`src/rtl/lcd_char_writer_pkg.sv`:
```
// Shared definitions for the HD44780 character writer: default timings,
// FSM encodings, power-on nibble/byte tables and command codes.
package lcd_char_writer_pkg;

  // Default timings in 50 MHz clock cycles
  localparam int T_POWERUP_DEF = 750000;
  localparam int T_4100US_DEF  = 205000;
  localparam int T_100US_DEF   = 5000;
  localparam int T_40US_DEF    = 2000;
  localparam int T_1640US_DEF  = 82000;
  localparam int T_1US_DEF     = 50;
  localparam int T_SETUP_DEF   = 2;
  localparam int T_EPULSE_DEF  = 12;
  localparam int T_HOLD_DEF    = 1;
  localparam int CNT_W_DEF     = 20;

  // HD44780 command codes
  localparam logic [7:0] CMD_CLEAR     = 8'h01;
  localparam logic [7:0] CMD_HOME      = 8'h02;
  localparam logic [7:0] CMD_HOME_ALT  = 8'h03;
  localparam logic [7:0] CMD_FUNC_SET  = 8'h28;
  localparam logic [7:0] CMD_ENTRY     = 8'h06;
  localparam logic [7:0] CMD_DISP_ON   = 8'h0C;

  // Writer FSM; the configuration bytes of the init sequence reuse the
  // WR_HI / WR_GAP / WR_LO / WAIT path while init_done is still 0.
  typedef enum logic [2:0] {
    ST_PWR_WAIT  = 3'd0,
    ST_INIT_NIB  = 3'd1,
    ST_INIT_WAIT = 3'd2,
    ST_IDLE      = 3'd3,
    ST_WR_HI     = 3'd4,
    ST_WR_GAP    = 3'd5,
    ST_WR_LO     = 3'd6,
    ST_WAIT      = 3'd7
  } wr_state_t;

  // Nibble strobe sequencer
  typedef enum logic [1:0] {
    SB_IDLE  = 2'd0,
    SB_SETUP = 2'd1,
    SB_EHIGH = 2'd2,
    SB_HOLD  = 2'd3
  } strobe_state_t;

  // 4-bit interface wake-up nibbles, sent one at a time
  function automatic logic [3:0] init_nibble(input logic [1:0] k);
    logic [3:0] n;
    case (k)
      2'd0:    n = 4'h3;
      2'd1:    n = 4'h3;
      2'd2:    n = 4'h3;
      2'd3:    n = 4'h2;
      default: n = 4'h3;
    endcase
    return n;
  endfunction

  // Full configuration bytes written after the wake-up nibbles
  function automatic logic [7:0] cfg_byte(input logic [1:0] j);
    logic [7:0] b;
    case (j)
      2'd0:    b = CMD_FUNC_SET;
      2'd1:    b = CMD_ENTRY;
      2'd2:    b = CMD_DISP_ON;
      2'd3:    b = CMD_CLEAR;
      default: b = CMD_CLEAR;
    endcase
    return b;
  endfunction

  // Clear and home commands need the long 1.64 ms execution wait
  function automatic logic needs_long_wait(input logic is_cmd, input logic [7:0] b);
    return is_cmd && ((b == CMD_CLEAR) || (b == CMD_HOME) || (b == CMD_HOME_ALT));
  endfunction

endpackage

```
`src/rtl/lcd_nibble_strobe.sv`:
```
// Drives one 4-bit transfer onto the LCD pins: SETUP (data valid, E low),
// EHIGH (E high), HOLD (E low, data held), then a one-cycle done pulse.
// Outside a transfer lcd_e, lcd_rs and lcd_d are all 0.
module lcd_nibble_strobe
  import lcd_char_writer_pkg::*;
#(
  parameter int CNT_W    = CNT_W_DEF,
  parameter int T_SETUP  = T_SETUP_DEF,
  parameter int T_EPULSE = T_EPULSE_DEF,
  parameter int T_HOLD   = T_HOLD_DEF
) (
  input  logic       clk,
  input  logic       rst,
  input  logic       start,
  input  logic       rs,
  input  logic [3:0] nibble,
  output logic       lcd_e,
  output logic       lcd_rs,
  output logic [3:0] lcd_d,
  output logic       done
);

  localparam logic [CNT_W-1:0] CNT_ZERO  = {CNT_W{1'b0}};
  localparam logic [CNT_W-1:0] CNT_ONE   = {{(CNT_W-1){1'b0}}, 1'b1};
  localparam logic [CNT_W-1:0] LD_SETUP  = CNT_W'(T_SETUP - 32'd1);
  localparam logic [CNT_W-1:0] LD_EPULSE = CNT_W'(T_EPULSE - 32'd1);
  localparam logic [CNT_W-1:0] LD_HOLD   = CNT_W'(T_HOLD - 32'd1);

  strobe_state_t    state, state_next;
  logic [CNT_W-1:0] cnt, cnt_next;
  logic             rs_next;
  logic [3:0]       d_next;
  logic             done_next;

  // Next-state, counter reload and next pin values for the strobe phases
  always_comb begin
    state_next = state;
    cnt_next   = (cnt != CNT_ZERO) ? cnt - CNT_ONE : cnt;
    rs_next    = lcd_rs;
    d_next     = lcd_d;
    done_next  = 1'b0;
    case (state)
      SB_IDLE: begin
        if (start) begin
          state_next = SB_SETUP;
          cnt_next   = LD_SETUP;
          rs_next    = rs;
          d_next     = nibble;
        end else begin
          rs_next = 1'b0;
          d_next  = 4'h0;
        end
      end
      SB_SETUP: begin
        if (cnt == CNT_ZERO) begin
          state_next = SB_EHIGH;
          cnt_next   = LD_EPULSE;
        end else begin
          state_next = SB_SETUP;
        end
      end
      SB_EHIGH: begin
        if (cnt == CNT_ZERO) begin
          state_next = SB_HOLD;
          cnt_next   = LD_HOLD;
        end else begin
          state_next = SB_EHIGH;
        end
      end
      SB_HOLD: begin
        if (cnt == CNT_ZERO) begin
          state_next = SB_IDLE;
          rs_next    = 1'b0;
          d_next     = 4'h0;
          done_next  = 1'b1;
        end else begin
          state_next = SB_HOLD;
        end
      end
      default: begin
        state_next = SB_IDLE;
        rs_next    = 1'b0;
        d_next     = 4'h0;
      end
    endcase
  end

  // State, counter and registered pin outputs; E follows the next state so it is glitch-free
  always_ff @(posedge clk) begin
    if (rst) begin
      state  <= SB_IDLE;
      cnt    <= CNT_ZERO;
      lcd_e  <= 1'b0;
      lcd_rs <= 1'b0;
      lcd_d  <= 4'h0;
      done   <= 1'b0;
    end else begin
      state  <= state_next;
      cnt    <= cnt_next;
      lcd_e  <= (state_next == SB_EHIGH);
      lcd_rs <= rs_next;
      lcd_d  <= d_next;
      done   <= done_next;
    end
  end

endmodule

```
`src/rtl/lcd_char_writer.sv`:
```
// HD44780 4-bit write-only driver. Runs the power-on init (wait, four wake-up
// nibbles, four config bytes), then accepts one byte per valid/ready handshake.
// Timing from the accept edge: the FSM stays out of IDLE for
// 2*(T_SETUP+T_EPULSE+T_HOLD) + T_1US + Twait + 4 cycles (one start and one
// done cycle per nibble), and wr_ready is high again on the following cycle.
// The gap with E low between two automatic strobes is
// T_HOLD + 1 + wait + 1 + T_SETUP. After reset PWR_WAIT spends one extra
// cycle loading its counter, so E stays low T_POWERUP + T_SETUP + 2 cycles.
module lcd_char_writer
  import lcd_char_writer_pkg::*;
#(
  parameter int T_POWERUP = T_POWERUP_DEF,
  parameter int T_4100US  = T_4100US_DEF,
  parameter int T_100US   = T_100US_DEF,
  parameter int T_40US    = T_40US_DEF,
  parameter int T_1640US  = T_1640US_DEF,
  parameter int T_1US     = T_1US_DEF,
  parameter int T_SETUP   = T_SETUP_DEF,
  parameter int T_EPULSE  = T_EPULSE_DEF,
  parameter int T_HOLD    = T_HOLD_DEF,
  parameter int CNT_W     = CNT_W_DEF
) (
  input  logic       clk,
  input  logic       rst,
  input  logic       wr_valid,
  input  logic [7:0] wr_data,
  input  logic       wr_is_cmd,
  output logic       wr_ready,
  output logic       init_done,
  output logic       lcd_e,
  output logic       lcd_rs,
  output logic       lcd_rw,
  output logic [3:0] lcd_d
);

  localparam logic [CNT_W-1:0] CNT_ZERO   = {CNT_W{1'b0}};
  localparam logic [CNT_W-1:0] CNT_ONE    = {{(CNT_W-1){1'b0}}, 1'b1};
  localparam logic [CNT_W-1:0] LD_POWERUP = CNT_W'(T_POWERUP - 32'd1);
  localparam logic [CNT_W-1:0] LD_4100    = CNT_W'(T_4100US - 32'd1);
  localparam logic [CNT_W-1:0] LD_100     = CNT_W'(T_100US - 32'd1);
  localparam logic [CNT_W-1:0] LD_40      = CNT_W'(T_40US - 32'd1);
  localparam logic [CNT_W-1:0] LD_1640    = CNT_W'(T_1640US - 32'd1);
  localparam logic [CNT_W-1:0] LD_1US     = CNT_W'(T_1US - 32'd1);

  wr_state_t        state, state_next;
  logic [CNT_W-1:0] cnt, cnt_next;
  logic [1:0]       step, step_next;
  logic             armed, armed_next;
  logic [7:0]       cur_byte, cur_byte_next;
  logic             cur_cmd, cur_cmd_next;
  logic             start, start_next;
  logic [3:0]       nibble, nibble_next;
  logic             nibble_rs, nibble_rs_next;
  logic             init_done_next;
  logic [1:0]       next_step;
  logic [7:0]       cfg_next;
  logic [CNT_W-1:0] init_wait_load;
  logic             strobe_done;

  assign next_step = step + 2'd1;
  assign cfg_next  = cfg_byte(next_step);
  assign lcd_rw    = 1'b0;

  // Wait after each wake-up nibble: 4.1 ms, 100 us, then 40 us twice
  always_comb begin
    case (step)
      2'd0:    init_wait_load = LD_4100;
      2'd1:    init_wait_load = LD_100;
      default: init_wait_load = LD_40;
    endcase
  end

  // Sequencing of init, handshake and byte writes; strobes start on state entry
  always_comb begin
    state_next     = state;
    cnt_next       = (cnt != CNT_ZERO) ? cnt - CNT_ONE : cnt;
    step_next      = step;
    armed_next     = armed;
    cur_byte_next  = cur_byte;
    cur_cmd_next   = cur_cmd;
    start_next     = 1'b0;
    nibble_next    = nibble;
    nibble_rs_next = nibble_rs;
    init_done_next = init_done;
    case (state)
      ST_PWR_WAIT: begin
        if (!armed) begin
          armed_next = 1'b1;
          cnt_next   = LD_POWERUP;
        end else if (cnt == CNT_ZERO) begin
          state_next     = ST_INIT_NIB;
          start_next     = 1'b1;
          nibble_next    = init_nibble(step);
          nibble_rs_next = 1'b0;
        end else begin
          state_next = ST_PWR_WAIT;
        end
      end
      ST_INIT_NIB: begin
        if (strobe_done) begin
          state_next = ST_INIT_WAIT;
          cnt_next   = init_wait_load;
        end else begin
          state_next = ST_INIT_NIB;
        end
      end
      ST_INIT_WAIT: begin
        if (cnt == CNT_ZERO) begin
          step_next      = next_step;
          start_next     = 1'b1;
          nibble_rs_next = 1'b0;
          if (step == 2'd3) begin
            state_next    = ST_WR_HI;
            cur_byte_next = cfg_next;
            cur_cmd_next  = 1'b1;
            nibble_next   = cfg_next[7:4];
          end else begin
            state_next  = ST_INIT_NIB;
            nibble_next = init_nibble(next_step);
          end
        end else begin
          state_next = ST_INIT_WAIT;
        end
      end
      ST_IDLE: begin
        if (wr_valid && wr_ready) begin
          state_next     = ST_WR_HI;
          cur_byte_next  = wr_data;
          cur_cmd_next   = wr_is_cmd;
          start_next     = 1'b1;
          nibble_next    = wr_data[7:4];
          nibble_rs_next = !wr_is_cmd;
        end else begin
          state_next = ST_IDLE;
        end
      end
      ST_WR_HI: begin
        if (strobe_done) begin
          state_next = ST_WR_GAP;
          cnt_next   = LD_1US;
        end else begin
          state_next = ST_WR_HI;
        end
      end
      ST_WR_GAP: begin
        if (cnt == CNT_ZERO) begin
          state_next     = ST_WR_LO;
          start_next     = 1'b1;
          nibble_next    = cur_byte[3:0];
          nibble_rs_next = !cur_cmd;
        end else begin
          state_next = ST_WR_GAP;
        end
      end
      ST_WR_LO: begin
        if (strobe_done) begin
          state_next = ST_WAIT;
          cnt_next   = needs_long_wait(cur_cmd, cur_byte) ? LD_1640 : LD_40;
        end else begin
          state_next = ST_WR_LO;
        end
      end
      ST_WAIT: begin
        if (cnt == CNT_ZERO) begin
          if (init_done) begin
            state_next = ST_IDLE;
          end else if (step == 2'd3) begin
            state_next     = ST_IDLE;
            init_done_next = 1'b1;
          end else begin
            state_next     = ST_WR_HI;
            step_next      = next_step;
            cur_byte_next  = cfg_next;
            cur_cmd_next   = 1'b1;
            start_next     = 1'b1;
            nibble_next    = cfg_next[7:4];
            nibble_rs_next = 1'b0;
          end
        end else begin
          state_next = ST_WAIT;
        end
      end
      default: begin
        state_next = ST_PWR_WAIT;
        armed_next = 1'b0;
      end
    endcase
  end

  // FSM registers; wr_ready is registered and high exactly while in IDLE
  always_ff @(posedge clk) begin
    if (rst) begin
      state     <= ST_PWR_WAIT;
      cnt       <= CNT_ZERO;
      step      <= 2'd0;
      armed     <= 1'b0;
      cur_byte  <= 8'h00;
      cur_cmd   <= 1'b0;
      start     <= 1'b0;
      nibble    <= 4'h0;
      nibble_rs <= 1'b0;
      init_done <= 1'b0;
      wr_ready  <= 1'b0;
    end else begin
      state     <= state_next;
      cnt       <= cnt_next;
      step      <= step_next;
      armed     <= armed_next;
      cur_byte  <= cur_byte_next;
      cur_cmd   <= cur_cmd_next;
      start     <= start_next;
      nibble    <= nibble_next;
      nibble_rs <= nibble_rs_next;
      init_done <= init_done_next;
      wr_ready  <= (state_next == ST_IDLE);
    end
  end

  lcd_nibble_strobe #(
    .CNT_W    (CNT_W),
    .T_SETUP  (T_SETUP),
    .T_EPULSE (T_EPULSE),
    .T_HOLD   (T_HOLD)
  ) u_strobe (
    .clk    (clk),
    .rst    (rst),
    .start  (start),
    .rs     (nibble_rs),
    .nibble (nibble),
    .lcd_e  (lcd_e),
    .lcd_rs (lcd_rs),
    .lcd_d  (lcd_d),
    .done   (strobe_done)
  );

endmodule
```
`config.mk`:
```
export PLATFORM = sky130hd
export DESIGN_NAME = lcd_char_writer
export DESIGN_NICKNAME = d
export VERILOG_FILES = /design/src/rtl/lcd_char_writer_pkg.sv /design/src/rtl/lcd_nibble_strobe.sv /design/src/rtl/lcd_char_writer.sv
export SDC_FILE = /design/constraint.sdc
export NUM_CORES = 1
export LEC_CHECK = 0
export ABC_AREA = 1
export CELL_PAD_IN_SITES_DETAIL_PLACEMENT = 0
export CELL_PAD_IN_SITES_GLOBAL_PLACEMENT = 2
export CORE_ASPECT_RATIO = 1.25
export CORE_MARGIN = 8
export CORE_UTILIZATION = 30
export CTS_CLUSTER_SIZE = 20
export DETAILED_ROUTE_END_ITERATION = 10
export PLACE_DENSITY = 0.71
export REMOVE_ABC_BUFFERS = 1
export SLEW_MARGIN = 20
export SYNTH_ARGS = -nofsm -noshare
export SYNTH_HDL_FRONTEND = slang
export SYNTH_SLANG_ARGS = --single-unit
```
`constraint.sdc`:
```
create_clock -name clk -period 2 [get_ports clk]
set_clock_uncertainty 0.05 [all_clocks]
set_input_delay 0.3 -clock clk [delete_from_list [all_inputs] [get_ports clk]]
set_output_delay 0.3 -clock clk [all_outputs]
set_load 0.02 [all_outputs]
```
==> results by group, run 1 <==
Run status
  • Status: finished, final reports clean

CTS
  • Clk sink count: 72
  • Max Buffers Root-to-Sink: 2
  • Clock insertion delay at the later pin of the skew report: 0.34 ns
  • Post-CTS setup buffer count: 0
  • Clock transition at the registers of the reported paths: 0.06 ns
  • H-tree depth: 3
  • CTS tree: yes
  • Num CTS Buffers: 9
  • Clock root buffer: clkbuf_16

Drt
  • Wirelength, routed: 13200 microns
  • WL per Instance: 14.0 microns
  • DRC: 0
  • Initial DRC count: 163
  • Antenna-violating nets left: 0
  • Via count: 4371
  • Via-to-Cell Ratio: 4.65
  • First drt pass iteration count: 4

Min path
  • Min-delay src: nibble_rs
  • Hold path cells: 2
  • Hold endpoint: u_strobe.lcd_rs
  • Worst hold path type: reg -> reg

Finish
  • N_diodes: 0
  • Util after Layout: 36.0%
  • Register area: 1440 sq um
  • Multi-input logic area: 2710 sq um
  • Area grow syn2layout: 17.4%
  • Share of cells above drive strength 1: 13.2%
  • Fill cells: 1644
  • Nets: 778
  • Post-Layout Cell Count: 941

Setup path
  • RR Startpoint: cnt[0]
  • Startpoint Class: flop
  • Critical path, cell by cell: inv_1, ha_1, nand2_1, nor2_4, nand3_4, nand2_1, nand2_2, nor2_8, nand2_1, nand2_1, nor2_1
  • Reg2Reg Setup Slack: 0.18 ns
  • Crit Path Class: reg -> reg
  • Required @ worst endpoint: 2.19 ns
  • Family with the most delay on the worst path: simple AND/OR/NAND/NOR gates
  • CP endpoint kind: flop
  • Reg2Reg Depth: 11
  • Reg2reg end: nibble[3]
  • WP buf/inv: 1
  • Most frequent CP cell: nand2_1
  • Slowest-stage cell, CP: dfxtp_1
  • CP arrival: 2.00 ns
  • CP peak stage delay: 0.33 ns
  • Max FO, Critical Path: 9

Floorplan
  • Horiz. Die Dim: 127 microns
  • Row count: 50
  • Die footprint: 19600 sq um
  • Height of the die: 154 microns
  • Num ports: 21
  • Core ar.: 15000 sq um
  • Initial core utilization: 30.7%

Power
  • Clock share of power: 32.2%
  • P per Cell Area: 943 nW/um^2
  • Combinational share of power: 33.3%
  • Worst vdd ir: 0.299 mV
  • Switching Share: 35.6%
  • Int Pwr: 3.28 mW
  • NetSw: 1.81 mW
  • Pleak: 2.56 nW
  • Seq pwr share: 34.6%

Synthesis
  • Yosys cell types: 44
  • Seq cells post-synth: 72
  • Sequential fraction of the synthesis area: 31.3%
  • Yosys warning total: 0
  • Synth Cell Area: 4600 sq um
  • Syn_area_per_cell: 6.40 sq um
  • Gate Count Post-Synth: 719

Global route
  • First-pass GRT wire length: 21600 microns
  • Vias in the first global route: 4261
  • Grt total ovfl: 0
  • Pin count of the biggest net entering global routing: 25
  • GRT Util Overall: 13.9%
  • Initial antenna violation count: 0

Job
  • Number of max-cap violations: 0

STA
  • Setup TNS: 0 ns
  • Unrepaired setup endpoints after global routing: no
  • Max Clk Rate: 0.551 GHz
  • Number of setup violations in the final report: 0
  • Max-slew violation count: 0
  • Hold Vio Cnt, Final: 0
  • Fin crit share: 90.8%
  • Post-layout minimum cycle time: 1.82 ns

Placement
  • Gp weighted congestion: 0.815
  • Dpl cells: 925
  • Dpl hpwl: 10600 microns
  • Port Buffer Count: 19
-- through the flow --
stage	cell area (sq um)	hold WS [ns]	power [mW]	setup WS [ns]
global route	5400	0.431	5.49	0.0205
CTS	5400	0.422	5.14	0.137
floorplan	4500	0.319	2.97	-0.0516
global placement	5100	0.417	3.46	0.162
detailed placement	5100	0.419	3.47	0.138
finish	5400	0.420	5.09	0.184
-- worst max path at each step --
stage / start / to / depth (start not counted)
4_1_cts: u_strobe.cnt[1] / u_strobe.cnt[0] / 8
3_5_place_dp: u_strobe.cnt[1] / u_strobe.cnt[0] / 8
6_report: cnt[0] / nibble[3] / 11
2_1_floorplan: u_strobe.cnt[0] / u_strobe.cnt[0] / 8
5_1_grt: cnt[1] / wr_ready / 9
3_3_place_gp: wr_valid / cur_byte[2] / 6
-- flip-flops by register name, indices dropped and copies added, names as in the netlist, 2 cells and up --
register / flops
state: 3
step: 2
u_strobe.lcd_d: 4
cur_byte: 8
nibble: 4
cnt: 20
u_strobe.state: 2
u_strobe.cnt: 20
-- timing repair --
item                                    CTS  global route
endpoints found under the setup margin    0             8
hold buffers                              0             0
resized for setup                         0             1
-- cell type report --
cell class | count | area share [%]
Clock buffer | 11 | 4.49
Clock inverter | 5 | 1.04
Timing Repair Buffer | 40 | 6.90
Inverter | 92 | 6.44
Sequential cell | 72 | 26.7
Multi-Input combinational cell | 539 | 50.2
Tap cell | 182 | 4.21
-- worst min-delay path: cells and delay by family (launching register included) --
family          cells  cell delay (ns)
simple gates        1             0.06
flops               1             0.31
compound gates      1             0.05
-- cell usage in the layout (no fill, tap or decap), drive strengths merged, types with 11 or more instances in the layout --
master,netlist,final
xor2,11,11
inv,91,91
clkdlybuf4s50,0,19
clkbuf,4,11
o21ai,34,34
buf,12,21
nand2,189,189
nor2,154,154
nand4,13,13
a21oi,40,40
ha,12,12
nor3,11,11
nand3,43,43
dfxtp,72,72
-- power groups by stage --
| stage | Combinational, mW | Clock (mW) | Sequential [mW] |
|---|---|---|---|
| 2_1_floorplan | 1.23 | 0 | 1.75 |
| 3_3_place_gp | 1.68 | 0 | 1.79 |
| 3_5_place_dp | 1.68 | 0 | 1.79 |
| 4_1_cts | 1.70 | 1.68 | 1.76 |
| 5_1_grt | 1.96 | 1.75 | 1.78 |
| 6_report | 1.69 | 1.64 | 1.76 |
-- kinds of logic after synthesis --
group / Yosys count / share of synthesized area (%)
AOI/OAI and AO/OA: 87 / 10.5
xor gates and xnor gates: 16 / 3.04
adders and majority gates: 12 / 3.26
buffers and inverters: 108 / 9.87
DFF: 72 / 31.3
other: 1 / 0.0815
and+or+nand+nor: 423 / 41.9
-- metal layers --
metal | GRT usage [%] | share of wire, % | vias up
met2 | 23.9 | 49 | 53
met3 | 2.17 | 2.4 | 20
met1 | 16.9 | 46 | 1968
li1 | - | - | 2330
met4 | 6.02 | 2.1 | 0
met5 | 0 | 0 | -
-- synth_stat cells (all sizes together) --
| cell type | instances | area share (%) |
|---|---|---|
| nand2 | 189 | 17 |
| nor2 | 154 | 15 |
| inv | 91 | 7.5 |
| dfxtp | 72 | 31 |
| nand3 | 43 | 5.2 |
| a21oi | 40 | 4.4 |
| o21ai | 34 | 4.0 |
| nand4 | 13 | 1.9 |
| buf | 12 | 2.0 |
| ha | 12 | 3.3 |
| nor3 | 11 | 1.3 |
| xor2 | 11 | 2.1 |
| or2 | 7 | 0.95 |
| xnor2 | 5 | 0.95 |
| clkbuf | 4 | 0.33 |
| a31oi | 3 | 0.41 |
| nand3b | 3 | 0.49 |
| nor4 | 3 | 0.41 |
| o21bai | 3 | 0.49 |
| o211ai | 2 | 0.33 |
| a21o | 1 | 0.16 |
| a22oi | 1 | 0.16 |
| clkinv | 1 | 0.081 |
| conb | 1 | 0.081 |
| o21a | 1 | 0.16 |
| o31a | 1 | 0.19 |
| o31ai | 1 | 0.16 |
Note: power is estimated with default switching activity, not from simulation.
==> run 2: changes to the inputs <==
--- a/config.mk
+++ b/config.mk
@@ -13,8 +13,10 @@
 export CORE_UTILIZATION = 30
 export CTS_CLUSTER_SIZE = 20
 export DETAILED_ROUTE_END_ITERATION = 10
+export HOLD_SLACK_MARGIN = 0.03
 export PLACE_DENSITY = 0.71
 export REMOVE_ABC_BUFFERS = 1
+export SKIP_CTS_REPAIR_TIMING = 1
 export SLEW_MARGIN = 20
 export SYNTH_ARGS = -nofsm -noshare
 export SYNTH_HDL_FRONTEND = slang
==> results of run 2 <==
Final layout, timing and power as in run 1 (identical DEF).
==> run 3: changes to the inputs <==
--- a/config.mk
+++ b/config.mk
@@ -8,16 +8,14 @@
 export ABC_AREA = 1
 export CELL_PAD_IN_SITES_DETAIL_PLACEMENT = 0
 export CELL_PAD_IN_SITES_GLOBAL_PLACEMENT = 2
-export CORE_ASPECT_RATIO = 1.25
+export CORE_ASPECT_RATIO = 0.6
 export CORE_MARGIN = 8
 export CORE_UTILIZATION = 30
 export CTS_CLUSTER_SIZE = 20
 export DETAILED_ROUTE_END_ITERATION = 10
 export HOLD_SLACK_MARGIN = 0.03
 export PLACE_DENSITY = 0.71
-export REMOVE_ABC_BUFFERS = 1
 export SKIP_CTS_REPAIR_TIMING = 1
-export SLEW_MARGIN = 20
 export SYNTH_ARGS = -nofsm -noshare
 export SYNTH_HDL_FRONTEND = slang
 export SYNTH_SLANG_ARGS = --single-unit
==> run 3 against run 2 <==
  * Global-route usage grew 0.24 points
  * Cell area grew 1.8%
  * Core utilization grew 0.20 points
  * Sequential power is essentially flat
  * Worst setup slack lost 0.025 ns
  * Register-to-register slack lost 0.02 ns
  * Critical path depth shrank 4
  * Worst hold slack lost 0.0058 ns
  * Wire length grew 4.7%
  * Non-clock buffer count grew 8
  * Sequential share of layout area shrank 0.47 points
==> results by group, run 3 (synthesis gave the netlist of run 1 again) <==
Run status
  • Status: finished, final reports clean

Floorplan
  • Core ar.: 15200 sq um
  • Initial core utilization: 30.3%
  • Die footprint: 19700 sq um
  • Num ports: 21
  • Horiz. Die Dim: 176 microns
  • Height of the die: 112 microns
  • Row count: 35

Drt
  • Initial DRC count: 310
  • First drt pass iteration count: 5
  • Antenna-violating nets left: 0
  • Wirelength, routed: 13800 microns
  • Via count: 4470
  • DRC: 0
  • Via-to-Cell Ratio: 4.61
  • WL per Instance: 14.2 microns

Power
  • P per Cell Area: 944 nW/um^2
  • NetSw: 1.86 mW
  • Pleak: 2.60 nW
  • Switching Share: 35.8%
  • Int Pwr: 3.33 mW
  • Clock share of power: 31.9%
  • Combinational share of power: 34.0%
  • Worst vdd ir: 0.440 mV
  • Seq pwr share: 34.1%

Global route
  • Vias in the first global route: 4141
  • Pin count of the biggest net entering global routing: 25
  • First-pass GRT wire length: 22400 microns
  • GRT Util Overall: 14.2%
  • Initial antenna violation count: 0
  • Grt total ovfl: 0

CTS
  • H-tree depth: 3
  • Clock insertion delay at the later pin of the skew report: 0.34 ns
  • Num CTS Buffers: 9
  • CTS tree: yes
  • Clk sink count: 72
  • Clock root buffer: clkbuf_16
  • Clock transition at the registers of the reported paths: 0.07 ns
  • Max Buffers Root-to-Sink: 2

Placement
  • Dpl hpwl: 10900 microns
  • Port Buffer Count: 19
  • Dpl cell area: 5180 sq um
  • Dpl cells: 954
  • Gp weighted congestion: 0.846

Min path
  • Hold path cells: 2
  • Worst hold path type: reg -> reg
  • Hold endpoint: u_strobe.lcd_rs
  • Min-delay src: nibble_rs

STA
  • Max-slew violation count: 0
  • Fin crit share: 92.0%
  • Max Clk Rate: 0.543 GHz
  • Hold slack final: 0.414 ns
  • Hold Vio Cnt, Final: 0
  • Number of setup violations in the final report: 0
  • Post-layout minimum cycle time: 1.84 ns

Setup path
  • Most frequent CP cell: o21ai_0
  • Slowest-stage cell, CP: o21ai_0
  • Reg2Reg Depth: 7
  • CP arrival: 2.02 ns
  • Reg2Reg Setup Slack: 0.16 ns
  • Max FO, Critical Path: 3
  • Reg2reg end: step[1]
  • RR Startpoint: step[1]
  • Required @ worst endpoint: 2.18 ns
  • Critical path, cell by cell: ha_1, nor2_1, inv_1, o21ai_0, nand2_1, o21ai_0, a21oi_1
  • Crit Path Class: reg -> reg
  • CP endpoint kind: flop
  • Startpoint Class: flop
  • CP peak stage delay: 0.34 ns

Job
  • Number of max-cap violations: 0

Finish
  • Post-Layout Cell Count: 970
  • Area grow syn2layout: 19.5%
  • Leading cell type in the layout, fill and taps excluded: nand2_1
  • N_diodes: 0
  • Top Registers: cnt x20, u_strobe.cnt x20, cur_byte x8
  • Design area: 5500 sq um
  • Share of cells above drive strength 1: 14.0%
  • Util after Layout: 36.2%
  • Most frequent cells in the layout: nand2_1, nor2_1, inv_1
  • Nets: 786

Synthesis
  • Syn Nets: 743
run 3: cell types whose count changed in the layout (fill, tap and decap cells not counted):
| cell | change |
|---|---|
| buf_4 | +8 |
| clkbuf_1 | +1 |
| clkbuf_8 | +1 |
| clkinv_4 | -1 |
| clkinvlp_4 | -1 |
| nor4_2 | -1 |
| nor4_4 | +1 |
| o21ai_0 | -2 |
| o21ai_1 | +2 |
run 3: worst max-delay path: cells and delay by family, from the launching register on:
kind | cells | cell delay [ns]
fa+ha+maj | 1 | 0.24
compound gates | 3 | 0.60
buf+inv | 1 | 0.11
flops | 1 | 0.33
simple gates | 2 | 0.39
run 3: per-stage QoR:
stage               power, mW  setup TNS [ns]  worst slack, ns
floorplan                3.01               0           0.0470
global placement         3.49               0            0.146
detailed placement       3.48               0            0.136
CTS                      5.18               0            0.106
global route             5.58         -0.0140         -0.00925
finish                   5.19               0            0.159
run 3: how the worst max path moves through the flow:
stage	startpoint	end	cells past startpoint
detailed placement	u_strobe.cnt[1]	u_strobe.cnt[0]	8
finish	step[1]	step[1]	7
CTS	u_strobe.cnt[1]	u_strobe.cnt[0]	8
floorplan	u_strobe.cnt[0]	u_strobe.cnt[0]	9
global route	u_strobe.cnt[1]	u_strobe.cnt[12]	11
global placement	cnt[12]	nibble[1]	10
run 3: cell type report:
class	count	area (sq um)
Sequential cell	72	1440
Clock inverter	3	40.0
Tap cell	203	254
Multi-Input combinational cell	539	2720
Clock buffer	13	260
Inverter	92	348
Fill cell	1631	9700
Timing Repair Buffer	48	433
run 3: power by group through the flow:
| stage | clock network (mW) | registers, mW | logic, mW |
|---|---|---|---|
| after floorplan | 0 | 1.75 | 1.26 |
| after global placement | 0 | 1.79 | 1.70 |
| after detailed placement | 0 | 1.79 | 1.69 |
| after CTS | 1.70 | 1.76 | 1.72 |
| after global routing | 1.76 | 1.80 | 2.02 |
| final | 1.66 | 1.77 | 1.76 |
run 3: layer usage:
metal	track usage [%]	routed length [microns]	part of all wire (%)
met5	0	0	0
met4	3.04	114	0.83
met1	22.6	7970	58
met2	18.3	5070	37
met3	2.97	662	4.8
